<file path="config.mk">
export PLATFORM = sky130hd
export DESIGN_NAME = hazard_ctrl_flat
export DESIGN_NICKNAME = d
export VERILOG_FILES = /design/src/rtl/hazard_pkg.sv /design/src/rtl/hazard_ctrl_if.sv /design/src/rtl/sat_counter.sv /design/src/rtl/hazard_ctrl.sv /design/src/flat_wrapper.sv
export SDC_FILE = /design/constraint.sdc
export NUM_CORES = 1
export LEC_CHECK = 0
export CAP_MARGIN = 20
export CORE_AREA = 2 2 56 58
export CTS_CLUSTER_SIZE = 20
export DETAILED_ROUTE_END_ITERATION = 10
export DIE_AREA = 0 0 58 60
export PLACE_DENSITY = 0.83
export SLEW_MARGIN = 15
export SYNTH_ARGS = -nofsm -noshare
export SYNTH_HDL_FRONTEND = slang
export SYNTH_SLANG_ARGS = --single-unit
</file>
<file path="constraint.sdc">
create_clock -name clk -period 4.9 [get_ports clk]
set_clock_uncertainty 0.1 [all_clocks]
set_input_delay 0.735 -clock clk [delete_from_list [all_inputs] [get_ports clk]]
set_output_delay 0.735 -clock clk [all_outputs]
set_load 0.05 [all_outputs]
</file>
<file path="src/rtl/hazard_pkg.sv">
// Shared definitions for the pipeline hazard controller.
//   state_e   : controller FSM states
//   NopCtrl   : control word loaded into ID/EX for a bubble
//   RegAddrW  : architectural register-address width
package hazard_pkg;

    typedef enum logic [1:0] {
        StRun    = 2'd0,
        StMcWait = 2'd1,
        StFlush  = 2'd2
    } state_e;

    localparam logic [7:0]  NopCtrl  = 8'h00;
    localparam int unsigned RegAddrW = 5;

endpackage

</file>
<file path="src/rtl/hazard_ctrl_if.sv">
// Signal bundle between the decode/execute stages and the hazard controller.
//   master : pipeline side; drives ID/EX fields, receives stall/flush controls
//   slave  : hazard controller
// Fields:
//   id_rs1_addr/id_rs2_addr/id_uses_rs2 : source operands of the ID instruction
//   ex_reg_addr/ex_mem_read             : destination and load flag of the EX instruction
//   ex_branch_taken/ex_mc_start         : EX control events
//   pc_stop/if_id_flush/id_ex_bubble    : pipeline controls
//   busy/stall_cnt                      : status and performance counter
interface hazard_ctrl_if #(
    parameter int unsigned CNT_W = 16
);
    import hazard_pkg::*;

    logic [RegAddrW-1:0] id_rs1_addr;
    logic [RegAddrW-1:0] id_rs2_addr;
    logic                id_uses_rs2;
    logic [RegAddrW-1:0] ex_reg_addr;
    logic                ex_mem_read;
    logic                ex_branch_taken;
    logic                ex_mc_start;
    logic                pc_stop;
    logic                if_id_flush;
    logic                id_ex_bubble;
    logic                busy;
    logic [CNT_W-1:0]    stall_cnt;

    modport master (
        output id_rs1_addr, id_rs2_addr, id_uses_rs2, ex_reg_addr, ex_mem_read,
               ex_branch_taken, ex_mc_start,
        input  pc_stop, if_id_flush, id_ex_bubble, busy, stall_cnt
    );

    modport slave (
        input  id_rs1_addr, id_rs2_addr, id_uses_rs2, ex_reg_addr, ex_mem_read,
               ex_branch_taken, ex_mc_start,
        output pc_stop, if_id_flush, id_ex_bubble, busy, stall_cnt
    );

endinterface

</file>
<file path="src/rtl/sat_counter.sv">
// Saturating up-counter.
//   clk   : clock
//   rst_n : asynchronous active-low reset, clears the count
//   inc   : increment on the next rising edge
//   count : current value; sticks at all-ones
module sat_counter #(
    parameter int unsigned CNT_W = 16
) (
    input  logic             clk,
    input  logic             rst_n,
    input  logic             inc,
    output logic [CNT_W-1:0] count
);

    logic [CNT_W-1:0] count_q, count_d;

    always_comb begin
        count_d = count_q;
        if (inc && (count_q != '1)) begin
            count_d = count_q + 1'b1;
        end
    end

    always_ff @(posedge clk or negedge rst_n) begin
        if (!rst_n) begin
            count_q <= '0;
        end else begin
            count_q <= count_d;
        end
    end

    assign count = count_q;

endmodule

</file>
<file path="src/rtl/hazard_ctrl.sv">
// Pipeline hazard controller: load-use stall, multi-cycle EX sequencing and
// taken-branch flush for the five-stage core.
//   clk, rst_n : clock, asynchronous active-low reset
//   bus        : hazard_ctrl_if slave (ID/EX fields in, pipeline controls out)
// Parameters:
//   FLUSH_CYCLES : cycles of flush+bubble after a taken branch (1..7)
//   MC_LAT       : total EX occupancy of a multi-cycle op (2..15)
//   CNT_W        : width of the stall-cycle counter
module hazard_ctrl
    import hazard_pkg::*;
#(
    parameter int unsigned FLUSH_CYCLES = 2,
    parameter int unsigned MC_LAT       = 4,
    parameter int unsigned CNT_W        = 16
) (
    input  logic          clk,
    input  logic          rst_n,
    hazard_ctrl_if.slave  bus
);

    // The event cycle itself is spent in RUN, so the wait states cover the rest.
    // pc_stop spans MC_LAT-1 cycles: one in RUN plus MC_LAT-2 in MC_WAIT.
    localparam logic [3:0] FlushCntInit = 4'(FLUSH_CYCLES > 1 ? FLUSH_CYCLES - 2 : 0);
    localparam logic [3:0] McCntInit    = 4'(MC_LAT > 2 ? MC_LAT - 3 : 0);

    state_e     state_q, state_d;
    logic [3:0] cnt_q, cnt_d;
    logic       load_use;
    logic       stop_raw, flush_raw, bubble_raw, busy_raw;
    logic       stop_gated;

    assign load_use = bus.ex_mem_read && (bus.ex_reg_addr != '0) &&
                      ((bus.ex_reg_addr == bus.id_rs1_addr) ||
                       (bus.id_uses_rs2 && (bus.ex_reg_addr == bus.id_rs2_addr)));

    always_comb begin
        state_d    = state_q;
        cnt_d      = cnt_q;
        stop_raw   = 1'b0;
        flush_raw  = 1'b0;
        bubble_raw = 1'b0;
        busy_raw   = 1'b0;
        unique case (state_q)
            StRun: begin
                if (bus.ex_branch_taken) begin
                    flush_raw  = 1'b1;
                    bubble_raw = 1'b1;
                    if (FLUSH_CYCLES > 1) begin
                        state_d = StFlush;
                        cnt_d   = FlushCntInit;
                    end
                end else if (bus.ex_mc_start) begin
                    stop_raw = 1'b1;
                    if (MC_LAT > 2) begin
                        state_d = StMcWait;
                        cnt_d   = McCntInit;
                    end
                end else if (load_use) begin
                    // ID/EX takes the bubble even though pc_stop holds it.
                    stop_raw   = 1'b1;
                    bubble_raw = 1'b1;
                end
            end
            StMcWait: begin
                stop_raw = 1'b1;
                busy_raw = 1'b1;
                if (cnt_q == '0) begin
                    state_d = StRun;
                end else begin
                    cnt_d = cnt_q - 1'b1;
                end
            end
            StFlush: begin
                flush_raw  = 1'b1;
                bubble_raw = 1'b1;
                busy_raw   = 1'b1;
                if (cnt_q == '0) begin
                    state_d = StRun;
                end else begin
                    cnt_d = cnt_q - 1'b1;
                end
            end
            default: begin
                state_d = StRun;
                cnt_d   = '0;
            end
        endcase
    end

    always_ff @(posedge clk or negedge rst_n) begin
        if (!rst_n) begin
            state_q <= StRun;
            cnt_q   <= '0;
        end else begin
            state_q <= state_d;
            cnt_q   <= cnt_d;
        end
    end

    // RUN outputs follow the inputs, so reset must mask them explicitly.
    assign stop_gated       = rst_n & stop_raw;
    assign bus.pc_stop      = stop_gated;
    assign bus.if_id_flush  = rst_n & flush_raw;
    assign bus.id_ex_bubble = rst_n & bubble_raw;
    assign bus.busy         = rst_n & busy_raw;

    sat_counter #(
        .CNT_W (CNT_W)
    ) u_stall_cnt (
        .clk   (clk),
        .rst_n (rst_n),
        .inc   (stop_gated),
        .count (bus.stall_cnt)
    );

endmodule

</file>
<file path="src/flat_wrapper.sv">
// flat-port wrapper written by rule: the top's interface ports become plain ports
module hazard_ctrl_flat import hazard_pkg::*;
#(
    parameter int unsigned FLUSH_CYCLES = 2,
    parameter int unsigned MC_LAT       = 4,
    parameter int unsigned CNT_W        = 16
)
  (clk, rst_n, bus_id_rs1_addr, bus_id_rs2_addr, bus_id_uses_rs2, bus_ex_reg_addr, bus_ex_mem_read, bus_ex_branch_taken, bus_ex_mc_start, bus_pc_stop, bus_if_id_flush, bus_id_ex_bubble, bus_busy, bus_stall_cnt);
  hazard_ctrl_if #(.CNT_W(CNT_W)) bus_i ();
  input  logic clk;
  input  logic rst_n;
  input wire logic [$bits(bus_i.id_rs1_addr)-1:0] bus_id_rs1_addr;
  input wire logic [$bits(bus_i.id_rs2_addr)-1:0] bus_id_rs2_addr;
  input wire logic [$bits(bus_i.id_uses_rs2)-1:0] bus_id_uses_rs2;
  input wire logic [$bits(bus_i.ex_reg_addr)-1:0] bus_ex_reg_addr;
  input wire logic [$bits(bus_i.ex_mem_read)-1:0] bus_ex_mem_read;
  input wire logic [$bits(bus_i.ex_branch_taken)-1:0] bus_ex_branch_taken;
  input wire logic [$bits(bus_i.ex_mc_start)-1:0] bus_ex_mc_start;
  output wire logic [$bits(bus_i.pc_stop)-1:0] bus_pc_stop;
  output wire logic [$bits(bus_i.if_id_flush)-1:0] bus_if_id_flush;
  output wire logic [$bits(bus_i.id_ex_bubble)-1:0] bus_id_ex_bubble;
  output wire logic [$bits(bus_i.busy)-1:0] bus_busy;
  output wire logic [$bits(bus_i.stall_cnt)-1:0] bus_stall_cnt;
  assign bus_i.id_rs1_addr = bus_id_rs1_addr;
  assign bus_i.id_rs2_addr = bus_id_rs2_addr;
  assign bus_i.id_uses_rs2 = bus_id_uses_rs2;
  assign bus_i.ex_reg_addr = bus_ex_reg_addr;
  assign bus_i.ex_mem_read = bus_ex_mem_read;
  assign bus_i.ex_branch_taken = bus_ex_branch_taken;
  assign bus_i.ex_mc_start = bus_ex_mc_start;
  assign bus_pc_stop = bus_i.pc_stop;
  assign bus_if_id_flush = bus_i.if_id_flush;
  assign bus_id_ex_bubble = bus_i.id_ex_bubble;
  assign bus_busy = bus_i.busy;
  assign bus_stall_cnt = bus_i.stall_cnt;
  hazard_ctrl #(.FLUSH_CYCLES(FLUSH_CYCLES), .MC_LAT(MC_LAT), .CNT_W(CNT_W)) u_core (.clk(clk), .rst_n(rst_n), .bus(bus_i));
endmodule
</file>
## Word-level counts from Yosys, hierarchy flattened

Index checks and enable logic that the tools add are counted.

| storage, ports and cells | value |
|---|---|
| register bits | 22 |
| output and inout port bits | 20 |

| cells by class | value |
|---|---|
| $add $sub $neg | 2 |
| eq/ne operators | 8 |
| multiplexer cells | 18 |
| bitwise operators | 4 |
| reductions and logical operators | 11 |

Operator list:

| kind | count |
|---|---|
| $add 16x1->16 const B | 1 |
| $ne 16x16->1 const B | 1 |
| $mux 4 | 3 |
| $eq 5x5->1 | 2 |
| $pmux 4 s2 | 1 |
| $mux 1 | 7 |
| $mux 2 | 3 |
| $pmux 1 s2 | 3 |
| $reduce_bool 5->1 | 1 |
| $and 1x1->1 | 4 |
| $logic_and 1x1->1 | 4 |
| $logic_not 4->1 | 1 |
| $pmux 2 s2 | 1 |
| $reduce_and 2->1 | 2 |
| $sub 4x1->4 const B | 1 |
| $ne 3x3->1 const B | 1 |
| $eq 2x1->1 const B | 1 |
| $eq 2x2->1 const B | 1 |
| $logic_not 2->1 | 1 |
| $ne 2x1->1 const B | 1 |
| $ne 2x2->1 const B | 1 |
| $reduce_or 2->1 | 1 |
| $logic_or 1x1->1 | 1 |

## Logic depth before layout (Yosys ltp)

Gate-level depths: netlist of run 1.

| depth | value |
|---|---|
| word-level depth | 10 |
| gate-level depth with buffers | 9 |
| mapped depth without buffers | 8 |

## By module

Synthesis of run 1 repeated with hierarchy kept, for this count alone.

| second synthesis, totals | value |
|---|---|
| cell total of the unflattened synthesis | 142 |
| area total of the unflattened synthesis | 1478.9 um^2 |

By module, submodules not included:

| module | times used | cells each | area an instance (um^2) | seq. area each (um^2) |
|---|---|---|---|---|
| sat_counter | 1 | 72 | 859.6 | 400.4 |
| hazard_ctrl | 1 | 70 | 619.3 | 150.1 |

## Worst setup path before layout of run 1

Ideal clock, no wire load.

| path | value |
|---|---|
| path type | input to output |
| start point | input port bus_ex_reg_addr[1] |
| end point | output port bus_pc_stop |
| arrival time | 1.877 ns |
| data required time | 4.065 ns |
| slack | 2.188 ns |
| stages on the path | 4 |
| path through | or3_1 -> o311a_1 -> a32o_2 -> buf_6 |

| on the way | value |
|---|---|
| longest elaborated chain between the ends | 9 |
| elaborated cells between the ends (all ways) | 12 |
| those cells by class | eq/ne (2); mux (4); bitwise (1); reduce/logical (5) |

Ends and longest elaborated chain:

| what | line | RTL |
|---|---|---|
| start: declaration | flat_wrapper.sv:15 | `input wire logic [$bits(bus_i.ex_reg_addr)-1:0] bus_ex_reg_addr;` |
| $eq 5x5->1 | hazard_ctrl.sv:34 | `(bus.id_uses_rs2 && (bus.ex_reg_addr == bus.id_rs2_addr)));` |
| $logic_and 1x1->1 | hazard_ctrl.sv:34 |  |
| $logic_or 1x1->1 | hazard_ctrl.sv:33 | `((bus.ex_reg_addr == bus.id_rs1_addr) \|\|` |
| $logic_and 1x1->1 (*) | hazard_ctrl.sv:32 | `assign load_use = bus.ex_mem_read && (bus.ex_reg_addr != '0) &&` |
| $mux 1 (*) | hazard_ctrl.sv:58 | `end else if (load_use) begin` |
| $mux 1 (*) | hazard_ctrl.sv:52 | `end else if (bus.ex_mc_start) begin` |
| $mux 1 (*) | hazard_ctrl.sv:45 | `if (bus.ex_branch_taken) begin` |
| $pmux 1 s2 (*) | hazard_ctrl.sv:43 | `unique case (state_q)` |
| $and 1x1->1 (*) | hazard_ctrl.sv:101 | `assign stop_gated = rst_n & stop_raw;` |
| end: declaration | flat_wrapper.sv:19 | `output wire logic [$bits(bus_i.pc_stop)-1:0] bus_pc_stop;` |

Mark *: on every way between the ends. The rest lies on a longest branch, timed or not.

## Final worst setup path of run 1

| path | value |
|---|---|
| start point | input port bus_ex_reg_addr[4] |
| end point | output port bus_pc_stop |

The elaborated chain is that of the path after synthesis.

==> impl_metrics.yaml, run 1 <==
outcome:
  status: "finished clean"
synth:
  yosysSeqAreaShare_pct: 40.2
  synth-main-ff-cell: "dfrtp_1"
  syn_inst: 135
  ys_ff_latch: 22
  synthTopCellsByArea: "dfrtp_1 40%, xnor2_1 16%, ha_1 5.5%, nand3_2 5.1%, inv_1 2.5%"
  synth_fp_nets: 162
  synth_top_area_share_pct: 40.2
  synthAdderAreaFrac_pct: 5.48
  synthTopCellsByCount: "25 x xnor2_1, 22 x dfrtp_1, 9 x inv_1, 8 x nand2_1"
  synth.most_common_cell: "xnor2_1"
  syn_avg_cell_area_um2: 10.1
  synth_compound_area_share_pct: 10.1
  synth_area_mm2: 0.00137
  yosysTopAreaCell: "dfrtp_1"
  yosysWarnings: 0
  yosys.cell_types.count: 33
  synth.mux.area_fraction_pct: 0.823
  async_flop_share_pct: 100
  synthXorXnorAreaFrac_pct: 16.0
  yosys.area_share.simple_pct: 24.1
  synth_top_family_by_area: "simple AND/OR/NAND/NOR gates"
  synth-edff-count: 0
place:
  dp.final_hpwl_um: 2270
  gp_congestion: 0.767
  place_inst: 208
  io_buffers: 40
pwr:
  pwr-share-comb_pct: 54.6
  swShare_pct: 45.5
  p_per_area_mw_per_mm2: 417
  intPower_uw: 415
  pwr-share-clk_pct: 10.2
  pwr-share-seq_pct: 35.1
  p_switching_uw: 347
  ir_drop_mv: 0.351
  leakage_nw: 0.751
clock_tree:
  clockBufferDepth: 2
  clkLatencyLatePin_ns: 0.30
  cts-root-buf: "clkbuf_4"
  clk_pin_slew_ns: 0.11
  cts_buffers: 3
  cts_setup_buffers: 0
  postCtsHoldBufs: 0
  htreeDepth: 1
  numClockSinks: 22
  post_cts_resized: 0
  cts_tree: "done"
setup_path:
  crit_type: "input pin to output pin"
  cp_slowest_cell: "clkdlybuf4s50_1"
  worstPathArrival_ns: 3.16
  critPathTopFamily: "buffers and inverters"
  rr_worst_depth: 7
  rrSetupSlack_ns: 2.54
  slowest_delay_ns: 0.90
  reg2reg_to: "u_core.u_stall_cnt.count[1]"
  critPathBufInv: 2
  worstPathMaxFanout: 16
  worstPathCellList: "clkdlybuf4s50_1 > xnor2_1 > nand3_1 > o22ai_1 > a32o_2 > clkdlybuf4s50_1"
  crit_top_cell: "clkdlybuf4s50_1"
  cp.required_ns: 4.07
  cp-start-kind: "input pin"
  end_kind: "output pin"
  rr_startpoint: "u_core.u_stall_cnt.count[0]"
sta:
  timing.hold.ws_ns: 0.402
  rsz0062_at_grt: "no"
  min_period_over_period_pct: 81.6
  hold_viol_final: 0
  finalSetupViolations: 0
  post-route-min-period_ns: 4.00
  fmax_mhz: 250
  finalSetupTns_ns: 0
  slew_headroom_pct: 65.6
  worstMarginPinSlew_ns: 0.515
  finalMaxSlewViolations: 0
floorplan:
  pin_count: 41
  start_util_pct: 47.2
  dieArea_mm2: 0.00348
  core_mm2: 0.00290
  row_count: 20
  dieWidth_um: 58
  die_h_um: 60
routing:
  ant_nets: 0
  dr.pass1.iters: 4
  drt_wl_total_um: 2990
  drc: 0
  drt-initial-drc-count: 21
  viasPerCell: 5.43
  vias: 1146
  post_drt_wl_per_cell_um: 14.2
global_route:
  grt_pass1_wl_um: 4790
  antenna_found_initial: 0
  track_usage_pct: 17.7
  overflow: 0
  grt_pass1_vias: 1146
  grt_max_degree: 27
min_path:
  worst_hold_path_type: "flip-flop to flip-flop"
  holdPathEnd: "u_core.u_stall_cnt.count[10]"
  hold_path_depth: 1
  hold_start: "u_core.u_stall_cnt.count[10]"
finish:
  diodes: 0
  syn_to_final_growth_pct: 33.6
  layout.nets: 207
  fillCellCount: 235
  finalCoreUtilization_pct: 63.0
  final_cells: 211
  drive_gt1_share_pct: 8.99
job:
  cap_violations: 0
-- cell families after synthesis --
logic type      after synthesis
simple gates                 51
compound gates               20
xor+xnor                     25
buf+inv                      10
mux                           1
flops                        22
fa+ha+maj                     6
-- worst max-delay path by stage --
stage,from,end,depth (start not counted)
floorplan,bus_ex_reg_addr[1],bus_pc_stop,4
global placement,rst_n,bus_pc_stop,5
detailed placement,bus_ex_reg_addr[4],bus_pc_stop,6
CTS,bus_ex_reg_addr[4],bus_pc_stop,6
global route,bus_ex_reg_addr[4],bus_pc_stop,6
finish,bus_ex_reg_addr[4],bus_pc_stop,6
-- area by class of cell --
type | instances | area [µm²] | share of cell area [%]
clock buffers | 3 | 22.5 | 1.23
inverters | 9 | 33.8 | 1.85
multi-input cells | 103 | 773 | 42.3
flip-flops and latches | 22 | 551 | 30.1
well taps | 33 | 41.3 | 2.26
repair buffers | 41 | 408 | 22.3
-- power groups by stage --
stage	combinational [mW]	sequential [mW]	clock, mW
after detailed placement	0.415	0.271	0
final	0.416	0.268	0.0781
after global placement	0.403	0.266	0
after floorplan	0.226	0.331	0
after global routing	0.451	0.274	0.0911
after CTS	0.417	0.267	0.0818
-- routing by layer --
metal,routed length (µm),part of all wire (%),track usage (%),up-vias
met2,1530,51,33.9,35
met3,202,6.8,4.33,0
met1,1260,42,19.5,553
li1,-,-,-,558
met4,0,0,4.32,0
met5,0,0,0,-
-- registers in the layout (all words and copies together), names as in the netlist --
name / count
u_core.u_stall_cnt.count: 16
u_core.state_q: 2
u_core.cnt_q: 4
-- placed cells by master, fill, tap and decap left out, drive strengths merged --
cell | synthesis | layout
o31a | 1 | 1
o21ai | 4 | 4
inv | 9 | 9
nand2b | 3 | 3
mux2 | 1 | 1
and2 | 4 | 4
a21oi | 5 | 5
dfrtp | 22 | 22
a41o | 1 | 1
xnor2 | 25 | 25
clkbuf | 0 | 3
o311a | 1 | 1
nand2 | 8 | 8
nand3b | 1 | 1
and3 | 4 | 4
nor3b | 1 | 1
a21o | 1 | 1
o211ai | 1 | 1
buf | 1 | 1
nor2 | 7 | 7
ha | 6 | 6
nand3 | 12 | 12
nor4 | 1 | 1
o22ai | 2 | 2
o21a | 1 | 1
and4 | 1 | 1
a22o | 2 | 2
or3 | 1 | 1
nand4 | 7 | 7
a32o | 1 | 1
or3b | 1 | 1
clkdlybuf4s50 | 0 | 40
-- metrics by stage --
| step | setup WS, ns | total power, mW | instance area, µm² |
|---|---|---|---|
| after floorplan | 2.19 | 0.557 | 1370 |
| after global placement | 0.943 | 0.669 | 1810 |
| after detailed placement | 0.914 | 0.685 | 1810 |
| after CTS | 0.902 | 0.766 | 1830 |
| after global routing | 0.773 | 0.816 | 1830 |
| final | 0.902 | 0.762 | 1830 |
Note: power is estimated with default switching activity, not from simulation.
==> run 2: changes to the inputs <==
CORE_AREA = 2 2 61 63   (was 2 2 56 58)
DIE_AREA = 0 0 63 65   (was 0 0 58 60)
PLACE_DENSITY = 0.74   (was 0.83)
clock period = 3.6 ns   (was 4.9 ns; I/O delays follow)
==> run 2 against run 1 <==
  * Hold slack improved by 0.0048 ns
  * Register-to-register slack got worse by 1.4 ns
  * Highest routed layer is now met4
  * Sequential power increased by 36%
  * Worst setup slack got worse by 0.34 ns
  * Sequential cell count unchanged
  * Combinational power increased by 41%
  * Routed wire length increased by 4.2%
  * Final cell count increased by 7.6%
  * Clock-buffer cell count unchanged
  * Sequential share of layout area decreased by 1.0 points
  * Critical path type unchanged
  * Clock power increased by 140%
  * Core utilization decreased by 8.9 points
==> impl_metrics.yaml, run 2 (synthesized netlist as in run 1, its figures left out) <==
setup_path:
  reg2reg_to: "u_core.u_stall_cnt.count[1]"
  slowest_delay_ns: 0.48
  critPathBufInv: 2
  critPathTopFamily: "compound AO/OA/AOI/OAI gates"
  worstPathMaxFanout: 16
  cp.required_ns: 2.96
  end_kind: "output pin"
  rrSetupSlack_ns: 1.12
  crit_type: "input pin to output pin"
  worstPathArrival_ns: 2.40
  worstPathCellList: "clkdlybuf4s50_1 > or3_1 > o311a_1 > a32o_2 > buf_12"
  cp-start-kind: "input pin"
  cp_slowest_cell: "clkdlybuf4s50_1"
  rr_worst_depth: 7
  rr_startpoint: "u_core.u_stall_cnt.count[0]"
  crit_path_start: "bus_ex_reg_addr[1]"
finish:
  final_design_area_no_fill_mm2: 0.00189
  fillCellCount: 323
  layout.nets: 207
  final_cells: 227
  diodes: 0
  drive_gt1_share_pct: 11.7
  regArea_um2: 551
  syn_to_final_growth_pct: 38.3
  largest_register_ffs: 16
  layout_common_cells: "36 x clkdlybuf4s50_1, 25 x xnor2_1, 22 x dfrtp_1"
  multi_input_area_um2: 773
  layout.cells.most_common: "clkdlybuf4s50_1"
clock_tree:
  clockBufferDepth: 2
  cts_tree: "done"
  cts_setup_buffers: 0
  clk_pin_slew_ns: 0.12
  postCtsHoldBufs: 0
  numClockSinks: 22
  post_cts_resized: 0
  htreeDepth: 1
  cts-root-buf: "clkbuf_4"
  clkLatencyLatePin_ns: 0.31
  cts_buffers: 3
place:
  gp_congestion: 0.783
  dpl_cell_area_mm2: 0.00184
  dp.final_hpwl_um: 2420
  io_buffers: 40
  dp_slack_ns: 0.578
  place_inst: 223
global_route:
  grt_max_degree: 26
  grt_pass1_vias: 1207
  grt_pass1_wl_um: 5490
  track_usage_pct: 16.8
  antenna_found_initial: 0
  overflow: 0
floorplan:
  core_mm2: 0.00350
  row_count: 22
  die_h_um: 65
  dieArea_mm2: 0.00410
  pin_count: 41
  dieWidth_um: 63
  start_util_pct: 39.2
routing:
  post_drt_wl_per_cell_um: 13.7
  viasPerCell: 5.11
  drc: 0
  drt-initial-drc-count: 22
  vias: 1160
  dr.pass1.iters: 4
  ant_nets: 0
  drt_wl_total_um: 3110
sta:
  finalSetupViolations: 0
  finalMaxSlewViolations: 0
  setup_ws_ns: 0.564
  min_period_over_period_pct: 84.3
  finalSetupTns_ns: 0
  worstMarginPinSlew_ns: 0.508
  slew_headroom_pct: 66.0
  fmax_mhz: 329
  timing.hold.ws_ns: 0.407
  post-route-min-period_ns: 3.04
  hold_viol_final: 0
  rsz0062_at_grt: "no"
min_path:
  hold_start: "u_core.u_stall_cnt.count[6]"
  holdPathEnd: "u_core.u_stall_cnt.count[6]"
  hold_path_depth: 1
  worst_hold_path_type: "flip-flop to flip-flop"
job:
  cap_violations: 0
pwr:
  leakage_nw: 0.779
  ir_drop_mv: 0.381
  p_per_area_mw_per_mm2: 602
outcome:
  status: "finished clean"
==> run 2: changes by cell type in the layout (fill, tap and decap cells not counted), sizes merged <==
cell | before | now
bufinv | 0 | 1
buf | 1 | 5
clkdlybuf4s50 | 40 | 36
==> run 2: routing by layer <==
layer | routed length [µm] | share of wire (%) | global-route usage (%)
met1 | 1330 | 43 | 19.9
met5 | 0 | 0 | 0
met3 | 193 | 6.2 | 3.99
met4 | 21 | 0.67 | 5.28
met2 | 1570 | 51 | 30.1
==> run 2: worst max path at each step <==
stage                     cells after the start  slack, ns                     endpoint
after CTS                                     5       0.56                  bus_pc_stop
after global placement                        5       0.61                  bus_pc_stop
after global routing                          5       0.52                  bus_pc_stop
after floorplan                               7       1.09  u_core.u_stall_cnt.count[1]
after detailed placement                      5       0.58                  bus_pc_stop
final                                         5       0.56                  bus_pc_stop
==> run 2: worst register-to-register path, cell delays in order (launching register included) <==
cell	delay (ns)
dfrtp_1	0.44
ha_1	0.21
nand3_1	0.15
nor2_1	0.33
and2_1	0.27
nand3_2	0.30
nand2_1	0.23
mux2_2	0.35
==> run 2: power breakdown <==
part	internal [mW]	switching, mW	total (mW)
combinational	0.238	0.349	0.587
clock	0.112	0.0758	0.188
sequential	0.301	0.0631	0.364
==> run 2: cell type report <==
| type | instances | share of cell area [%] |
|---|---|---|
| tap | 48 | 3.17 |
| sequential | 22 | 29.1 |
| multi-input combinational | 103 | 40.8 |
| timing repair buffer | 41 | 22.3 |
| clock inverter | 1 | 1.59 |
| clock buffer | 3 | 1.19 |
| inverter | 9 | 1.78 |
==> run 2: metrics by stage <==
step / power, mW / utilization (%)
4_1_cts: 1.15 / 54.2
2_1_floorplan: 0.759 / -
3_3_place_gp: 0.928 / 52.6
5_1_grt: 1.22 / 54.2
3_5_place_dp: 0.956 / 52.6
6_report: 1.14 / 54.2
==> run 3: changes to the inputs <==
clock period = 2.6 ns   (was 3.6 ns; I/O delays follow)
==> run 3 against run 2 <==
  * Critical path depth did not move
  * Clock-buffer cell count is the same
  * Global-route usage shrank 0.14 points
  * Worst setup slack got worse by 0.46 ns
  * Die area stayed put
  * Combinational power up 47%
  * Hold slack got worse by 0.061 ns
  * Routed wire length shrank 0.13%
  * Non-clock buffer count increased by 7
  * Final cell count is 3.1% higher
  * Register-to-register slack got worse by 0.62 ns
  * Critical endpoint unchanged
  * Largest power group unchanged
==> impl_metrics.yaml, run 3 (synthesized netlist as in run 1, its figures left out) <==
clock_tree:
  cts-root-buf: "clkbuf_4"
  numClockSinks: 22
  cts_setup_buffers: 0
  cts_tree: "done"
  cts_buffers: 3
  postCtsHoldBufs: 0
  htreeDepth: 1
  post_cts_resized: 0
  clk_pin_slew_ns: 0.11
  clockBufferDepth: 2
  clkLatencyLatePin_ns: 0.30
pwr:
  ir_drop_mv: 0.535
  intPower_uw: 947
  pwr-share-seq_pct: 30.9
  pwr-share-clk_pct: 15.8
  p_per_area_mw_per_mm2: 824
  pwr-share-comb_pct: 53.2
  leakage_nw: 0.819
  swShare_pct: 41.7
  p_switching_uw: 677
finish:
  layout.cells.most_common: "clkdlybuf4s50_1"
  drive_gt1_share_pct: 15.1
  layout.nets: 214
  largest_register_ffs: 16
  layout_common_cells: "36 x clkdlybuf4s50_1, 25 x xnor2_1, 22 x dfrtp_1"
  diodes: 0
  finalCoreUtilization_pct: 56.4
  syn_to_final_growth_pct: 44.0
sta:
  finalMaxSlewViolations: 0
  worstMarginPinSlew_ns: 0.510
  finalSetupViolations: 0
  hold_viol_final: 0
  fmax_mhz: 401
  min_period_over_period_pct: 96.0
  rsz0062_at_grt: "no"
  slew_headroom_pct: 65.9
  finalSetupTns_ns: 0
  post-route-min-period_ns: 2.50
setup_path:
  cp_slowest_cell: "clkdlybuf4s50_1"
  worstPathArrival_ns: 2.01
  crit_type: "input pin to output pin"
  cp.required_ns: 2.11
  cp-start-kind: "input pin"
  crit_path_start: "bus_ex_reg_addr[1]"
  rrSetupSlack_ns: 0.50
  reg2reg_to: "u_core.u_stall_cnt.count[1]"
  rr_startpoint: "u_core.u_stall_cnt.count[0]"
  critPathBufInv: 2
  cp.depth: 5
  slowest_delay_ns: 0.43
  cp-endpoint: "bus_pc_stop"
  worstPathCellList: "clkdlybuf4s50_1 > or3_1 > o311a_1 > a32o_2 > buf_12"
  end_kind: "output pin"
  rr_worst_depth: 7
  critPathTopFamily: "compound AO/OA/AOI/OAI gates"
  worstPathMaxFanout: 4
floorplan:
  start_util_pct: 39.2
  dieWidth_um: 63
  core_mm2: 0.00350
  pin_count: 41
  row_count: 22
  dieArea_mm2: 0.00410
  die_h_um: 65
outcome:
  status: "finished clean"
global_route:
  grt_pass1_wl_um: 5530
  track_usage_pct: 16.7
  antenna_found_initial: 0
  overflow: 0
  grt_max_degree: 15
  grt_pass1_vias: 1257
routing:
  drt_wl_total_um: 3110
  viasPerCell: 5.06
  vias: 1184
  drt-initial-drc-count: 30
  dr.pass1.iters: 4
  drc: 0
  post_drt_wl_per_cell_um: 13.3
  ant_nets: 0
place:
  gp_congestion: 0.759
  io_buffers: 40
  dp.final_hpwl_um: 2550
min_path:
  worst_hold_path_type: "input pin to asynchronous set/reset pin"
job:
  cap_violations: 0
-- run 3: changes by cell type in the layout (fill, tap and decap cells not counted), sizes merged --
cell  previous run  this run
buf              5        12
-- run 3: through the flow --
stage | cells | hold WS (ns) | power [mW] | cell area (µm²) | worst slack [ns]
after CTS | 234 | 0.340 | 1.64 | 1970 | 0.0928
after floorplan | 135 | -0.00559 | 1.05 | 1370 | 0.0909
after global routing | 234 | 0.331 | 1.73 | 1970 | 0.0438
final | 234 | 0.346 | 1.62 | 1970 | 0.105
after global placement | 230 | 0.380 | 1.34 | 1920 | 0.118
after detailed placement | 230 | 0.377 | 1.38 | 1920 | 0.0961
-- run 3: power by group through the flow --
stage	clock (mW)	combinational, mW	sequential [mW]
after detailed placement	0	0.868	0.510
after global routing	0.283	0.932	0.520
after CTS	0.266	0.873	0.503
after global placement	0	0.836	0.504
final	0.257	0.865	0.503
after floorplan	0	0.426	0.624
-- run 3: cell type report --
class                      instances  area [µm²]
timing repair buffer              48         500
clock buffer                       3        22.5
clock inverter                     1        30.0
tap                               48        60.1
multi-input combinational        103         773
inverter                           9        33.8
fill                             324        1530
sequential                        22         551
-- run 3: how the worst min path moves through the flow --
stage / endpoint / slack (ns)
2_1_floorplan: u_core.cnt_q[0] / -0.006
5_1_grt: u_core.cnt_q[2] / 0.33
4_1_cts: u_core.state_q[1] / 0.34
3_5_place_dp: u_core.u_stall_cnt.count[9] / 0.38
6_report: u_core.u_stall_cnt.count[1] / 0.35
3_3_place_gp: u_core.u_stall_cnt.count[14] / 0.38
-- run 3: worst register-to-register path: cells and delay by family, from the launching register on --
| kind | cells | cell delay [ns] |
|---|---|---|
| flops | 1 | 0.44 |
| fa+ha+maj | 1 | 0.20 |
| mux | 1 | 0.33 |
| simple gates | 5 | 0.94 |
-- run 3: metal layers --
layer,up-vias,track usage (%),wire [µm]
met3,0,3.99,202
li1,571,-,-
met1,573,19.1,1260
met5,-,0,0
met4,0,3.89,0
met2,40,31.3,1650
